**config.mk**
```make
export PLATFORM = sky130hd
export DESIGN_NAME = cuthrough_output_arbiter
export DESIGN_NICKNAME = d
export VERILOG_FILES = /design/src/rtl/cuthrough_output_arbiter.sv
export SDC_FILE = /design/constraint.sdc
export NUM_CORES = 1
export LEC_CHECK = 0
export BUFFER_PORTS_ARGS = -buffer_cell sky130_fd_sc_hd__buf_4
export CAP_MARGIN = 10
export CORE_MARGIN = 5
export CORE_UTILIZATION = 39
export CTS_CLUSTER_DIAMETER = 120
export DETAILED_ROUTE_END_ITERATION = 8
export GPL_ROUTABILITY_DRIVEN = 1
export PLACE_DENSITY = 0.74
export RECOVER_POWER = 100
export SLEW_MARGIN = 20
export SYNTH_ARGS = -nofsm -noshare
export SYNTH_HDL_FRONTEND = slang
export SYNTH_SLANG_ARGS = --single-unit
```
**constraint.sdc**
```tcl
create_clock -name clk -period 3.5 [get_ports clk]
set_input_delay 0.525 -clock clk [delete_from_list [all_inputs] [get_ports clk]]
set_output_delay 0.525 -clock clk [all_outputs]
set_load 0.02 [all_outputs]
```
**src/rtl/cuthrough_output_arbiter.sv**
```systemverilog
// Cut-through output-port arbiter: round-robin packet lock across router inputs
// feeding one registered AXI-Stream output with full-throughput skid-free forwarding.
module cuthrough_output_arbiter #(
  parameter int DATA_WIDTH     = 32,
  parameter int ID_WIDTH       = 4,
  parameter int CHANNEL_NUMBER = 5
) (
  input  logic                               clk,
  input  logic                               rst_n,
  input  logic [CHANNEL_NUMBER-1:0]          in_request,
  input  logic [CHANNEL_NUMBER-1:0]          in_tvalid,
  input  logic [CHANNEL_NUMBER*DATA_WIDTH-1:0] in_tdata,
  input  logic [CHANNEL_NUMBER*ID_WIDTH-1:0] in_tid,
  input  logic [CHANNEL_NUMBER-1:0]          in_tlast,
  output logic [CHANNEL_NUMBER-1:0]          in_tready,
  output logic                               out_tvalid,
  output logic [DATA_WIDTH-1:0]              out_tdata,
  output logic [ID_WIDTH-1:0]                out_tid,
  output logic                               out_tlast,
  input  logic                               out_tready,
  output logic [CHANNEL_NUMBER-1:0]          grant,
  output logic                               locked
);

  localparam int PTR_W = (CHANNEL_NUMBER > 1) ? $clog2(CHANNEL_NUMBER) : 1;

  typedef enum logic {S_IDLE = 1'b0, S_LOCKED = 1'b1} state_t;

  state_t                    r_state;
  logic [PTR_W-1:0]          r_rr_ptr;
  logic [PTR_W-1:0]          r_gidx;
  logic [CHANNEL_NUMBER-1:0] r_grant;
  logic                      r_locked;
  logic                      r_out_tvalid;
  logic [DATA_WIDTH-1:0]     r_out_tdata;
  logic [ID_WIDTH-1:0]       r_out_tid;
  logic                      r_out_tlast;

  logic [CHANNEL_NUMBER-1:0] w_cand;
  logic [CHANNEL_NUMBER-1:0] w_win_onehot;
  logic [PTR_W-1:0]          w_win_idx;
  logic                      w_win_found;
  logic                      w_out_free;
  logic                      w_xfer;
  logic                      w_xfer_last;
  logic [DATA_WIDTH-1:0]     w_sel_tdata;
  logic [ID_WIDTH-1:0]       w_sel_tid;
  logic                      w_sel_tlast;

  assign w_cand     = in_request & in_tvalid;
  assign w_out_free = !r_out_tvalid || out_tready;

  // Rotating search: the input just after the last winner has top priority.
  always_comb begin
    int idx;
    idx         = 0;
    w_win_found = 1'b0;
    w_win_idx   = '0;
    for (int k = 1; k <= CHANNEL_NUMBER; k++) begin
      idx = int'(r_rr_ptr) + k;
      if (idx >= CHANNEL_NUMBER) idx = idx - CHANNEL_NUMBER;
      if (!w_win_found && w_cand[idx]) begin
        w_win_found = 1'b1;
        w_win_idx   = PTR_W'(idx);
      end
    end
  end

  genvar gi;
  generate
    for (gi = 0; gi < CHANNEL_NUMBER; gi++) begin : g_chan
      assign w_win_onehot[gi] = w_win_found && (w_win_idx == PTR_W'(gi));
      // r_grant is zero outside LOCKED, so only the owner can ever see ready.
      assign in_tready[gi]    = r_grant[gi] && w_out_free;
    end
  endgenerate

  always_comb begin
    w_sel_tdata = '0;
    w_sel_tid   = '0;
    w_sel_tlast = 1'b0;
    for (int i = 0; i < CHANNEL_NUMBER; i++) begin
      if (r_grant[i]) begin
        w_sel_tdata = w_sel_tdata | in_tdata[i*DATA_WIDTH +: DATA_WIDTH];
        w_sel_tid   = w_sel_tid   | in_tid[i*ID_WIDTH +: ID_WIDTH];
        w_sel_tlast = w_sel_tlast | in_tlast[i];
      end
    end
  end

  assign w_xfer      = |(in_tvalid & in_tready);
  assign w_xfer_last = w_xfer && w_sel_tlast;

  always_ff @(posedge clk or negedge rst_n) begin
    if (!rst_n) begin
      r_state      <= S_IDLE;
      r_rr_ptr     <= PTR_W'(CHANNEL_NUMBER - 1);
      r_gidx       <= '0;
      r_grant      <= '0;
      r_locked     <= 1'b0;
      r_out_tvalid <= 1'b0;
      r_out_tdata  <= '0;
      r_out_tid    <= '0;
      r_out_tlast  <= 1'b0;
    end else begin
      case (r_state)
        S_IDLE: begin
          if (w_win_found) begin
            r_state  <= S_LOCKED;
            r_grant  <= w_win_onehot;
            r_gidx   <= w_win_idx;
            r_locked <= 1'b1;
          end
        end
        S_LOCKED: begin
          if (w_xfer_last) begin
            r_state  <= S_IDLE;
            r_grant  <= '0;
            r_rr_ptr <= r_gidx;
            r_locked <= 1'b0;
          end
        end
        default: r_state <= S_IDLE;
      endcase

      // Output stage drains on its own; a load wins over a drain in the same cycle.
      if (w_xfer) begin
        r_out_tvalid <= 1'b1;
        r_out_tdata  <= w_sel_tdata;
        r_out_tid    <= w_sel_tid;
        r_out_tlast  <= w_sel_tlast;
      end else if (out_tready) begin
        r_out_tvalid <= 1'b0;
      end
    end
  end

  assign out_tvalid = r_out_tvalid;
  assign out_tdata  = r_out_tdata;
  assign out_tid    = r_out_tid;
  assign out_tlast  = r_out_tlast;
  assign grant      = r_grant;
  assign locked     = r_locked;

endmodule

```
==> reports/qor.yml <==
power_and_ir_drop:
  p_clk_share_pct: 6.8
  pwr-share-seq_pct: 21.7
  power_density_nw_per_um2: 881.2
  swShare_pct: 52.65
  switchingPower_mw: 2.692
  combPwrFrac_pct: 71.5
  ir_worst_vdd_uv: 445.8
  internal_power_mw: 2.421
  p_leak_nw: 2.536
logic_synthesis:
  yosysMostFrequentCell: "dfrtp_1"
  synthDistinctLibCells: 70
  yosys.area.top_type: "dfrtp_1"
  synth_top_area_share_pct: 31.93
  avgSynthCellArea_sq_um: 8.866
  synth.area.top_cells: "dfrtp_1, a222oi_1, a22oi_1, a31oi_1, nor2_1"
  async_flop_share_pct: 100.0
  synth_edf_count: 0
  yosysWarnings: 0
  synthFlopType: "dfrtp_1"
  synth_seq_cells: 51
  synth_cells: 442
  synth_seq_area_share_pct: 32.60
  syn_nets: 652
  yosys-top-cells-count: "dfrtp_1, nor2_1, a31oi_1"
  syn_area_sq_um: 3919
cells_and_area:
  area_delta_synth_final_pct: 48.05
  fin_util_pct: 59.36
  drive_gt1_share_pct: 36.98
  nets: 885
  antennaDiodeCount: 0
sta:
  min_period_ns: 3.327
  setup_viol: 0
  rsz0062_at_grt: "false"
  slew_headroom_pct: -82.90
  maxSlewViolCount: 134
  hold_violations: 0
  worstMarginPinSlew_ns: 2.744
  fin_crit_sh_pct: 95.06
  fin_worst_skew_ns: 0.01947
  max_freq_mhz: 300.6
  setup_tns_ns: 0
die:
  die_h_um: 110.2
  die_w_um: 110.2
  die_area_sq_um: 12150
  design.core.area_sq_um: 9774
  rows: 36
  io_pins: 247
  initial_utilization_pct: 40.09
detailed_routing:
  vias_per_cell: 5.986
  routedWlPerCell_um: 22.24
  drt-initial-drc-count: 715
  via_count: 4843
  drc: 11
  final_antenna_net_count: 0
  detail_route.first_pass.iterations: 9
  wirelength_mm: 17.99
clock_tree:
  cts-root-buf: "clkbuf_8"
  insertion_delay_ns: 0.32
  cts.sinks: 51
  cts_htree_levels: 2
  cts_hold_buf: 0
  clk_pin_slew_worst_paths_ns: 0.11
  cts_tree: "yes"
  clock_path_buffers: 2
  cts_buffers: 5
critical_path:
  cp_data_required_time_ns: 3.69
  end_kind: "flip-flop"
  cp_max_fo: 9
  crit_type: "reg -> reg"
  cp.arrival_ns: 3.52
  crit_path_start_kind: "flip-flop"
grt:
  grt_pass1_wl_mm: 25.38
  grt_max_degree: 52
  antenna_found_initial: 0
  overflow: 0
  grt_usage_pct: 27.40
  grt_pass1_vias: 4508
job:
  cap_violations: 3
run_status:
  violations: "design-rule violations, max-capacitance violations, max-slew violations"
  outcome: "finished with violations"
min_path:
  hold_path.class: "in -> reg"
placed_design:
  routabilityCongestion: 0.9725
  dp_hpwl_mm: 14.11
  port_buffers: 246
[layer usage]
layer  vias up  track usage [%]  share of wire (%)
li1       2249                -                  -
met2       280            42.20                 46
met3        31            8.328                 12
met1      2283            37.71                 40
met5         -                0                  0
met4         0            6.772                2.1
[repair_timing]
item / CTS / global route
buffers inserted: 0 / 2
endpoints found under the setup margin: 0 / 8
gates resized for setup: 0 / 2
[cell usage in the layout (no fill, tap or decap), types with 4 or more instances in the layout]
master	count
a31oi_1	39
ha_1	10
o21ai_0	19
clkbuf_1	46
a222oi_1	38
nor2b_1	5
nand3_1	15
inv_1	6
nand2b_1	9
buf_4	216
a22oi_1	38
mux2i_1	7
nor2_1	46
clkbuf_8	5
a21oi_1	19
dfrtp_1	50
clkbuf_2	4
nand2_1	21
nor3_1	6
[final timing paths]
| kind | from | end | slack [ns] | cells past startpoint |
|---|---|---|---|---|
| max reg2reg | r_rr_ptr[2]$_DFFE_PN1P_ | grant[2]$_DFFE_PN0P_ | 0.17 | 11 |
| min | in_tvalid[0] | out_tvalid$_DFFE_PN0P_ | 0.52 | 3 |
| max | r_rr_ptr[2]$_DFFE_PN1P_ | grant[2]$_DFFE_PN0P_ | 0.17 | 11 |
| min reg2reg | r_rr_ptr[1]$_DFFE_PN0P_ | r_rr_ptr[1]$_DFFE_PN0P_ | 0.55 | 1 |
| max in group asynchronous | rst_n | out_tdata[30]$_DFFE_PN0P_ | 0.86 | 1 |
| min in group asynchronous | rst_n | out_tdata[13]$_DFFE_PN0P_ | 1.06 | 1 |
[critical path: stages, from the launching register on]
cell and delay (ns):
dfstp_2 0.61, inv_1 0.10, ha_1 0.29, a211oi_4 0.36, nand2_2 0.12, mux4_2 0.48, o2bb2ai_2 0.16, and4b_1 0.30
and2_4 0.22, a2bb2oi_2 0.10, o21a_1 0.22, a32o_1 0.25
[per-stage QoR]
stage	cells	worst slack, ns	instance area, sq um	total power [mW]	hold WS (ns)
floorplan	442	0.1483	3919	3.641	0.2294
global placement	799	0.2259	5886	4.875	0.5173
detailed placement	799	0.1107	5886	4.910	0.5236
CTS	807	0.09372	5972	5.289	0.2446
global route	809	0.004182	5802	5.521	0.5172
finish	809	0.1730	5802	5.113	0.5165
[registers in the layout (all words and copies together) (netlist names)]
register	cells
r_rr_ptr	3
out_tid	4
out_tvalid	1
r_state	1
grant	5
r_gidx	3
out_tlast	1
locked	1
out_tdata	32
[power groups by stage]
stage	clock, mW	sequential, mW	combinational [mW]
after floorplan	0	1.36	2.28
after global placement	0	1.12	3.75
after detailed placement	0	1.13	3.78
after CTS	0.357	1.12	3.81
after global routing	0.382	1.14	4.00
final	0.347	1.11	3.65
[cell type report]
class                      instances  area (sq um)
clock inverter                     2         13.76
multi-input combinational        346          2439
fill                             901          3973
tap                              133         166.4
sequential                        51          1277
clock buffer                       6         72.57
inverter                           6         22.52
timing repair buffer             265          1810
[kinds of logic after synthesis]
| logic type | Yosys count | synth area share, % |
|---|---|---|
| muxes | 11 | 3.225 |
| AOI/OAI and AO/OA | 192 | 37.90 |
| adders and majority gates | 12 | 3.831 |
| DFF | 51 | 32.60 |
| xor gates and xnor gates | 4 | 1.086 |
| buffers and inverters | 45 | 5.300 |
| and+or+nand+nor | 127 | 16.06 |
Note: power is estimated with default switching activity, not from simulation.
